$ cat src/rtl/spi_sram_responder_pkg.sv
// Shared opcodes and state encoding for the SPI serial-SRAM responder.
// Lets the responder stand in for a 23LC1024-style part on emulation builds.
package spi_sram_responder_pkg;

    localparam logic [7:0] OP_WRMR  = 8'h01;
    localparam logic [7:0] OP_WRITE = 8'h02;
    localparam logic [7:0] OP_READ  = 8'h03;
    localparam logic [7:0] OP_RDMR  = 8'h05;

    typedef enum logic [2:0] {
        ST_IDLE,
        ST_CMD,
        ST_ADDR,
        ST_READ,
        ST_WRITE,
        ST_RDMR,
        ST_WRMR,
        ST_IGNORE
    } state_t;

endpackage

$ cat src/rtl/spi_sram_responder_if.sv
// SPI pin bundle between a bus master (spi_controller or a bench) and the SRAM responder.
interface spi_sram_responder_if;

    logic spi_ss_n;
    logic spi_sck;
    logic spi_mosi;
    logic spi_miso;
    logic spi_miso_oe;

    modport master (output spi_ss_n, spi_sck, spi_mosi, input spi_miso, spi_miso_oe);
    modport slave  (input spi_ss_n, spi_sck, spi_mosi, output spi_miso, spi_miso_oe);

endinterface

$ cat src/rtl/spi_sync_edge.sv
// Two-flop synchroniser for an asynchronous pin, with one-clock rise/fall pulses.
// The chain is deliberately not reset so a pin already low at reset release never looks like a fresh fall.
module spi_sync_edge (
    input  logic clk_i,
    input  logic din,
    output logic level,
    output logic rise,
    output logic fall
);

    logic [2:0] sync_sr;

    always_ff @(posedge clk_i) begin
        sync_sr <= {sync_sr[1:0], din};
    end

    assign level = sync_sr[1];
    assign rise  = sync_sr[1] & ~sync_sr[2];
    assign fall  = ~sync_sr[1] & sync_sr[2];

endmodule

$ cat src/rtl/spi_sram_responder.sv
// SPI mode-0 slave emulating a sequential-mode serial SRAM on an internal byte array.
// Decodes READ/WRITE/RDMR/WRMR with a 24-bit address, auto-incrementing per byte.
module spi_sram_responder
    import spi_sram_responder_pkg::*;
#(
    parameter int         ADDR_WIDTH = 8,
    parameter logic [7:0] MODE_RESET = 8'h40
) (
    input  logic                 clk_i,
    input  logic                 rst_i,
    spi_sram_responder_if.slave  spi,
    output logic                 busy
);

    state_t                  state, state_next;
    logic                    ss_level, ss_rise, ss_fall;
    logic                    sck_level, sck_rise_raw, sck_fall_raw;
    logic                    sck_rise, sck_fall;
    logic [1:0]              mosi_sr;
    logic                    mosi_s;
    logic [4:0]              bit_cnt;
    logic [7:0]              shift_in, tx, mode, byte_in;
    logic [ADDR_WIDTH-1:0]   addr, addr_in, addr_inc;
    logic [ADDR_WIDTH:0]     addr_cat;
    logic                    is_read, miso, mem_we;
    logic [7:0]              mem [0:2**ADDR_WIDTH-1];

    spi_sync_edge u_ss_sync  (.clk_i(clk_i), .din(spi.spi_ss_n), .level(ss_level),
                              .rise(ss_rise), .fall(ss_fall));
    spi_sync_edge u_sck_sync (.clk_i(clk_i), .din(spi.spi_sck),  .level(sck_level),
                              .rise(sck_rise_raw), .fall(sck_fall_raw));

    always_ff @(posedge clk_i) begin
        mosi_sr <= {mosi_sr[0], spi.spi_mosi};
    end

    // sck edges only count while the part is selected
    assign sck_rise = sck_rise_raw & sck_level & ~ss_level;
    assign sck_fall = sck_fall_raw & ~sck_level & ~ss_level;
    assign mosi_s   = mosi_sr[1];
    assign byte_in  = {shift_in[6:0], mosi_s};
    assign addr_cat = {addr, mosi_s};
    assign addr_in  = addr_cat[ADDR_WIDTH-1:0];
    assign addr_inc = addr + ADDR_WIDTH'(1);

    always_comb begin
        state_next = state;
        mem_we     = 1'b0;
        case (state)
            ST_IDLE: if (ss_fall) state_next = ST_CMD;
            ST_CMD: begin
                if (sck_rise && bit_cnt == 5'd7) begin
                    case (byte_in)
                        OP_READ, OP_WRITE: state_next = ST_ADDR;
                        OP_RDMR:           state_next = ST_RDMR;
                        OP_WRMR:           state_next = ST_WRMR;
                        default:           state_next = ST_IGNORE;
                    endcase
                end
            end
            ST_ADDR:  if (sck_rise && bit_cnt == 5'd23) state_next = is_read ? ST_READ : ST_WRITE;
            ST_WRITE: if (sck_rise && bit_cnt == 5'd7) mem_we = 1'b1;
            ST_WRMR:  if (sck_rise && bit_cnt == 5'd7) state_next = ST_IGNORE;
            default: ;
        endcase
        // deselect beats any sck edge in the same clock; a partial byte is dropped
        if (ss_rise) begin
            state_next = ST_IDLE;
            mem_we     = 1'b0;
        end
        if (rst_i) begin
            mem_we = 1'b0;
        end
    end

    always_ff @(posedge clk_i) begin
        if (rst_i) begin
            state    <= ST_IDLE;
            bit_cnt  <= '0;
            mode     <= MODE_RESET;
            miso     <= 1'b0;
            tx       <= '0;
            shift_in <= '0;
            addr     <= '0;
            is_read  <= 1'b0;
        end else begin
            state <= state_next;
            if (state_next == ST_IDLE) begin
                bit_cnt <= '0;
                miso    <= 1'b0;
            end else begin
                case (state)
                    ST_CMD: if (sck_rise) begin
                        shift_in <= byte_in;
                        if (bit_cnt == 5'd7) begin
                            bit_cnt <= '0;
                            is_read <= (byte_in == OP_READ);
                            tx      <= mode;
                        end else begin
                            bit_cnt <= bit_cnt + 5'd1;
                        end
                    end
                    ST_ADDR: if (sck_rise) begin
                        addr <= addr_in;
                        if (bit_cnt == 5'd23) begin
                            bit_cnt <= '0;
                            tx      <= mem[addr_in];
                        end else begin
                            bit_cnt <= bit_cnt + 5'd1;
                        end
                    end
                    // the last bit of a byte goes out on the same fall that preloads the next byte
                    ST_READ, ST_RDMR: if (sck_fall) begin
                        miso <= tx[7];
                        if (bit_cnt == 5'd7) begin
                            bit_cnt <= '0;
                            if (state == ST_READ) begin
                                addr <= addr_inc;
                                tx   <= mem[addr_inc];
                            end else begin
                                tx   <= mode;
                            end
                        end else begin
                            bit_cnt <= bit_cnt + 5'd1;
                            tx      <= {tx[6:0], 1'b0};
                        end
                    end
                    ST_WRITE, ST_WRMR: if (sck_rise) begin
                        shift_in <= byte_in;
                        if (bit_cnt == 5'd7) begin
                            bit_cnt <= '0;
                            if (state == ST_WRITE) addr <= addr_inc;
                            else                   mode <= byte_in;
                        end else begin
                            bit_cnt <= bit_cnt + 5'd1;
                        end
                    end
                    default: ;
                endcase
            end
        end
    end

    always_ff @(posedge clk_i) begin
        if (mem_we) mem[addr] <= byte_in;
    end

    assign spi.spi_miso    = miso;
    assign spi.spi_miso_oe = (state == ST_READ) || (state == ST_RDMR);
    assign busy            = (state != ST_IDLE);

endmodule
$ cat src/flat_wrapper.sv
// flat-port wrapper written by rule: the top's interface ports become plain ports
module spi_sram_responder_flat import spi_sram_responder_pkg::*;
#(
    parameter int         ADDR_WIDTH = 8,
    parameter logic [7:0] MODE_RESET = 8'h40
)
  (clk_i, rst_i, busy, spi_spi_ss_n, spi_spi_sck, spi_spi_mosi, spi_spi_miso, spi_spi_miso_oe);
  spi_sram_responder_if spi_i ();
  input  logic clk_i;
  input  logic rst_i;
  output logic busy;
  input wire logic [$bits(spi_i.spi_ss_n)-1:0] spi_spi_ss_n;
  input wire logic [$bits(spi_i.spi_sck)-1:0] spi_spi_sck;
  input wire logic [$bits(spi_i.spi_mosi)-1:0] spi_spi_mosi;
  output wire logic [$bits(spi_i.spi_miso)-1:0] spi_spi_miso;
  output wire logic [$bits(spi_i.spi_miso_oe)-1:0] spi_spi_miso_oe;
  assign spi_i.spi_ss_n = spi_spi_ss_n;
  assign spi_i.spi_sck = spi_spi_sck;
  assign spi_i.spi_mosi = spi_spi_mosi;
  assign spi_spi_miso = spi_i.spi_miso;
  assign spi_spi_miso_oe = spi_i.spi_miso_oe;
  spi_sram_responder #(.ADDR_WIDTH(ADDR_WIDTH), .MODE_RESET(MODE_RESET)) u_core (.clk_i(clk_i), .rst_i(rst_i), .spi(spi_i), .busy(busy));
endmodule
$ cat config.mk
export PLATFORM = sky130hd
export DESIGN_NAME = spi_sram_responder_flat
export DESIGN_NICKNAME = d
export VERILOG_FILES = /design/src/rtl/spi_sram_responder_pkg.sv /design/src/rtl/spi_sram_responder_if.sv /design/src/rtl/spi_sync_edge.sv /design/src/rtl/spi_sram_responder.sv /design/src/flat_wrapper.sv
export SDC_FILE = /design/constraint.sdc
export NUM_CORES = 2
export LEC_CHECK = 0
export CAP_MARGIN = 20
export CELL_PAD_IN_SITES_DETAIL_PLACEMENT = 1
export CELL_PAD_IN_SITES_GLOBAL_PLACEMENT = 1
export CORE_UTILIZATION = 40
export CTS_CLUSTER_DIAMETER = 80
export DETAILED_ROUTE_END_ITERATION = 12
export PLACE_DENSITY_LB_ADDON = 0.15
export SETUP_SLACK_MARGIN = 0.3
export SLEW_MARGIN = 20
export SYNTH_ARGS = -nofsm -noshare
export SYNTH_HDL_FRONTEND = slang
export SYNTH_HIERARCHICAL = 1
export SYNTH_SLANG_ARGS = --single-unit
$ cat constraint.sdc
create_clock -name clk_i -period 16.6 [get_ports clk_i]
set_input_delay 1.66 -clock clk_i [delete_from_list [all_inputs] [get_ports clk_i]]
set_output_delay 1.66 -clock clk_i [all_outputs]
set_load 0.03 [all_outputs]
### After elaboration in Yosys (flattened, before gate mapping)

Memories as Yosys holds them, arrays and structs flattened.
Index checks and enable logic that the tools add are counted.

| word-level totals | value |
|---|---|
| latch bits | 0 |
| output and inout bits | 3 |
| logic and storage cells | 108 |
| memory bits (read-only) | 0 |
| memories | 1 |
| bits in writable memories | 2048 |
| input port bits | 5 |
| bits in registers | 49 |

Memory list:

| name | depth | bits a word | rd ports | clocked after memory_dff | wr ports | line | source |
|---|---|---|---|---|---|---|---|
| u_core.mem | 256 | 8 | 2 | 0 | 1 | spi_sram_responder.sv:26 | `logic [7:0] mem [0:2**ADDR_WIDTH-1];` |

| cells by class | value |
|---|---|
| multiplexer cells | 36 |
| shifts and indexed selects | 0 |
| div/mod/pow operators | 0 |
| $mul | 0 |
| reductions and logical operators | 21 |
| add/sub/neg operators | 2 |
| eq/ne operators | 23 |
| bitwise operators | 14 |
| magnitude comparators | 0 |

Operators by type and width:

| cell | count |
|---|---|
| two-way mux 8 bit | 14 |
| case mux 8 bit (3 select lines) | 2 |
| two-way mux 5 bit | 5 |
| != test 2 x 1 -> 1 bit (second input constant) | 11 |
| two-way mux 3 bit | 6 |
| == test 8 x 2 -> 1 bit (second input constant) | 2 |
| case mux 5 bit (3 select lines) | 1 |
| case mux 3 bit (4 select lines) | 1 |
| nonzero test 3 bit | 4 |
| == test 3 bit (second input constant) | 3 |
| case mux 3 bit (3 select lines) | 1 |
| AND reduction 9 bit | 1 |
| adder 8 x 1 -> 8 bit (second input constant) | 1 |
| bitwise AND 1 bit | 8 |
| == test 8 x 1 -> 1 bit (second input constant) | 1 |
| == test 8 x 3 -> 1 bit (second input constant) | 1 |
| AND reduction 4 bit | 2 |
| OR reduction 2 bit | 4 |
| AND reduction 7 bit | 1 |
| == test 3 x 2 -> 1 bit (second input constant) | 2 |
| zero test 3 bit | 2 |
| two-way mux 1 bit | 6 |
| inverter 1 bit | 6 |
| adder 5 x 1 -> 5 bit (second input constant) | 1 |
| 9 further kinds | 10 |

### Depth between registers and ports, before layout

| depth | value |
|---|---|
| depth after elaboration | 11 |
| gate-level depth with buffers | 22 |
| mapped depth without buffers | 11 |

### Cells and area by module

Netlist, hierarchy kept.

Modules (own cells, without submodules):

| module | area each (µm²) | sequential area each (µm²) | cells each | times used |
|---|---|---|---|---|
| spi_sram_responder | 99440.4 | 62359.8 | 5960 | 1 |
| spi_sync_edge | 75.1 | 60.1 | 5 | 2 |

### Worst setup path before layout

OpenSTA, ideal clock, no wires.

| timing | value |
|---|---|
| path type | register to register |
| from | register u_core.mosi_sr[1] |
| to | register u_core.tx[4] |
| setup time | 0.130 ns |
| required time | 16.470 ns |
| cell stages (with the launch flop) | 13 |
| slack | 10.331 ns |
| path buffers | 5 |
| clock period less this slack | 6.269 ns |
| arrival time | 6.139 ns |
| path through | dfxtp_1 buf_2 buf_2 buf_2 clkbuf_1 buf_2 mux4_2 a221oi_1 nand3_1 o211ai_1 o21ai_0 o211ai_1 nand4_1 |

| between the ends | value |
|---|---|
| word-level cells in the longest chain between the ends | 9 |
| elaborated cells between the ends (all ways) | 16 |
| classes of those cells | eq/ne: 4; mux: 7; bitwise: 1; reduce/logical: 3; memory: 1 |

Ends and longest elaborated chain:

| item | line | source |
|---|---|---|
| from (decl) | spi_sram_responder.sv:19 | `logic [1:0] mosi_sr;` |
| from (signal assigned) | spi_sram_responder.sv:34 | `mosi_sr <= {mosi_sr[0], spi.spi_mosi};` |
| == test 8 x 2 -> 1 bit | spi_sram_responder.sv:53 | `case (byte_in)` |
| OR reduction 2 bit | spi_sram_responder.sv:53 |  |
| case mux 3 bit (3 select lines) | spi_sram_responder.sv:53 |  |
| two-way mux 3 bit | spi_sram_responder.sv:52 | `if (sck_rise && bit_cnt == 5'd7) begin` |
| case mux 3 bit (4 select lines) | spi_sram_responder.sv:49 | `case (state)` |
| two-way mux 3 bit | spi_sram_responder.sv:67 | `if (ss_rise) begin` |
| zero test 3 bit | spi_sram_responder.sv:88 | `if (state_next == ST_IDLE) begin` |
| inverter 1 bit (no line) | -- |  |
| AND reduction 7 bit (no line) | -- |  |
| to (signal assigned) | spi_sram_responder.sv:98 | `tx <= mode;` |
| to (signal assigned) | spi_sram_responder.sv:107 | `tx <= mem[addr_in];` |
| to (signal assigned) | spi_sram_responder.sv:119 | `tx <= mem[addr_inc];` |
| to (decl) | spi_sram_responder.sv:22 | `logic [7:0] shift_in, tx, mode, byte_in;` |

Parallel ways exist; a longest one is shown, timed or not. The select of a mux whose other input is x is not followed.
A chain may end at the register's enable or synchronous reset.

### Worst setup path after layout

Same ends and word-level chain as after synthesis.

==> run_results.csv <==
group,metric,value,unit
outcome,run_status,"finished clean",
clocking,cts_buffer_depth,3,
critical_path,worst_ep_required_time,17370,ps
timing,worstMarginPinSlew,1200,ps
power_and_ir_drop,irDropWorstVdd,0.0918,mV
synthesis,synth_top_flop_cell,"edfxtp_1",
layout,final_cells,9430,
power_and_ir_drop,p_switching,2.26,mW
clocking,ctsResizeCount,0,
timing,max_freq,0.157,GHz
synthesis,postSynthCellCount,5970,
critical_path,cp.arrival,7130,ps
critical_path,crit_fanout,102,
min_path,worstHoldPathCells,0,
power_and_ir_drop,p_clk_frac,0.460,
grt,grt_start_max_net_pins,219,
clocking,cts_hold_buf,0,
synthesis,synth_top_area_frac,0.618,
grt,grt.overflow.total,0,
synthesis,synth_area,99600,µm²
detailed_routing,drc,0,
timing,skew,63.0,ps
grt,grt_pass1_wl,517,mm
die,dieArea,251000,µm²
synthesis,async_reset_ff_frac,0,
timing,min_period,6370,ps
clocking,cts_inserted_buffers,227,
power_and_ir_drop,leakage,33.3,nW
synthesis,synth_cell_types,83,
detailed_routing,drt_iter0_drc,7660,
critical_path,path_cells,"buf_12 > buf_4 > buf_4 > buf_4 > mux4_2 > a22oi_1 > nand3_1 > o211ai_1 > o21ai_0 > o211ai_1 > nand4_1",
synthesis,synthTopCellsByArea,"edfxtp_1 (62%), mux4_2 (19%), mux2i_1 (3.7%), nand2_1 (2.1%), nor2_1 (1.4%)",
timing,setup-violations-final,0,
critical_path,crit_path_frequent_cell,"buf_4",
power_and_ir_drop,pwr-share-seq,0.528,
detailed_routing,dr_total_vias,62200,
synthesis,avgSynthCellArea,16.7,µm²
detailed_routing,ant_nets,0,
die,core_area,247000,µm²
layout,nFillCells,23500,
clocking,clk_pin_slew_worst_paths,70,ps
timing,rsz0062_at_grt,"false",
grt,antenna_found_initial,24,
critical_path,r2r_end,"u_core/tx[4]",
power_and_ir_drop,internal-power,8.59,mW
clocking,post-cts-setup-buffers,0,
detailed_routing,wl_per_cell,39.8,µm
detailed_routing,wl,375,mm
critical_path,reg2reg_depth,11,
power_and_ir_drop,p_per_area,98.1,nW/µm²
detailed_routing,vias_per_cell,6.60,
placement,io_buffers,7,
timing,worst_slack,10230,ps
placement,hpwl,239,mm
critical_path,crit_family,"buffers and inverters",
critical_path,critPathSlowestCell,"dfxtp_4",
layout,final_core_util,0.449,
min_path,hold_start,"u_core/u_ss_sync/sync_sr[0]",
timing,tns,0,ps
critical_path,max_stage_delay,710,ps
synthesis,synth_nets,5980,
detailed_routing,drtPass1Iterations,5,
clocking,clock_sinks,2097,
clocking,cts_tree,"built",
clocking,insertion_delay,890,ps
power_and_ir_drop,comb_power_share,0.012,
timing,hold_violations,0,
min_path,min-delay-path-class,"register to register",
synthesis,synth_commonest_cells,"edfxtp_1 (2048), mux4_2 (842), nand2_1 (560), mux2i_1 (370), nor2_1 (367)",
min_path,whs_endpoint,"u_core/u_ss_sync/sync_sr[1]",
synthesis,synth.most_common_cell,"edfxtp_1",
critical_path,r2r_start,"u_core/mosi_sr[1]",
grt,grt_pass1_vias,63100,
critical_path,worstSetupPathDepth,11,
critical_path,reg2reg_slack,10230,ps
die,start_util,0.404,
critical_path,cp-end-kind,"register",
critical_path,worst_setup_path_start_kind,"register",
synthesis,ys_ff_latch,2097,
die,io_pins,8,
die,die_x,501,µm
critical_path,critical_path.n_buffers_inverters,4,
synthesis,ys_warn_count,6,
placement,dp.cells,8994,
flow_run,maxCapViolations,0,
placement,gp_congestion,1.01,
layout,drive_gt1_frac,0.245,
synthesis,synth_edf_count,2048,
clocking,htreeDepth,4,
synthesis,yosysTopAreaCell,"edfxtp_1",
die,chipHeight,501,µm
layout,area_growth,11.1,%
grt,grt_use_total,0.297,
die,core.rowCount,182,
timing,layout_worst_path_cycle_share,0.383,
layout,num-nets-final,5926,
timing,slew_viol_final,0,
power_and_ir_drop,switching_share,0.208,
placement,place_ws,10420,ps
critical_path,worstSetupPathType,"register to register",
timing,slew_headroom,0.198,
synthesis,ys_seq_area_frac,0.627,
clocking,root_buffer,"clkbuf_16",
-- how the worst max path moves through the flow --
stage,startpoint,to,slack [ps]
floorplan,u_core/mosi_sr[1],u_core/tx[4],10330
global placement,u_core/addr[0],u_core/tx[0],10260
detailed placement,u_core/mosi_sr[1],u_core/tx[4],10420
CTS,u_core/addr[0],u_core/tx[0],10440
global route,u_core/mosi_sr[1],u_core/tx[4],10120
finish,u_core/mosi_sr[1],u_core/tx[4],10230
-- layout by cell type, fill, tap and decap left out, types with 39 or more instances in the layout --
cell / count
edfxtp_1: 2048
mux4_2: 842
nand2_1: 543
mux2i_1: 370
nor2_1: 340
clkbuf_16: 227
nand3_1: 173
buf_4: 157
a22oi_1: 141
a21oi_1: 140
o21ai_0: 119
clkinv_1: 64
a31oi_1: 64
clkbuf_1: 50
mux2_2: 49
a211oi_1: 47
nor3_1: 39
-- flip-flops by register name, indices dropped and copies added (netlist names) --
name,count
u_core/u_sck_sync/sync_sr,3
u_core/tx,8
u_core/spi.spi_miso,1
u_core/is_read,1
u_core/addr,8
u_core/mode,8
u_core/state,3
u_core/bit_cnt,5
u_core/shift_in,7
u_core/u_ss_sync/sync_sr,3
u_core/mem,2048
u_core/mosi_sr,2
-- power groups by stage --
stage	Combinational, mW	Clock [mW]	Sequential (mW)
6_report	0.127	5.00	5.73
5_1_grt	0.130	5.25	5.73
4_1_cts	0.126	5.08	5.73
3_5_place_dp	0.125	0	5.84
3_3_place_gp	0.124	0	5.84
2_1_floorplan	0.0726	0	5.85
-- worst register-to-register path: stages, from the launching register on --
cell	delay [ps]
dfxtp_4	710
buf_12	490
buf_4	890
buf_4	670
buf_4	750
mux4_2	470
a22oi_1	460
nand3_1	290
o211ai_1	600
o21ai_0	500
o211ai_1	340
nand4_1	120
-- routing by layer --
metal / wire [µm] / track usage / up-vias
li1: - / - / 24600
met5: 191 / 0.00367 / -
met3: 31200 / 0.0568 / 747
met2: 177000 / 0.472 / 3161
met4: 21500 / 0.152 / 10
met1: 145000 / 0.389 / 33700
-- layout make-up --
type,instances,area [µm²],area share
Tap cell,3312,4140,0.0375
Sequential cell,2097,62500,0.565
Antenna cell,8,20.0,0.000181
Multi-Input combinational cell,3393,35000,0.316
Clock buffer,277,5870,0.0530
Timing Repair Buffer,188,1710,0.0154
Clock inverter,146,1350,0.0122
Inverter,9,41.3,0.000373
-- logic make-up (layout without fill, tap and decap cells) --
| group | after synthesis | in the layout | share of synthesized area |
|---|---|---|---|
| xor+xnor | 12 | 12 | 0.00113 |
| fa+ha+maj | 6 | 6 | 0.000729 |
| compound gates | 785 | 785 | 0.0541 |
| buf+inv | 480 | 620 | 0.0251 |
| flops | 2097 | 2097 | 0.627 |
| mux | 1261 | 1261 | 0.233 |
| simple gates | 1329 | 1329 | 0.0585 |
| other cells | 0 | 8 | 0 |
-- per-stage QoR --
| stage | hold slack [ps] | instance area [µm²] | total power [mW] |
|---|---|---|---|
| 3_3_place_gp | 327 | 103000 | 5.97 |
| 5_1_grt | 333 | 111000 | 11.1 |
| 4_1_cts | 321 | 110000 | 10.9 |
| 2_1_floorplan | 310 | 99600 | 5.92 |
| 3_5_place_dp | 315 | 103000 | 5.97 |
| 6_report | 323 | 111000 | 10.9 |
No activity file was read; power rests on OpenSTA's default activity.
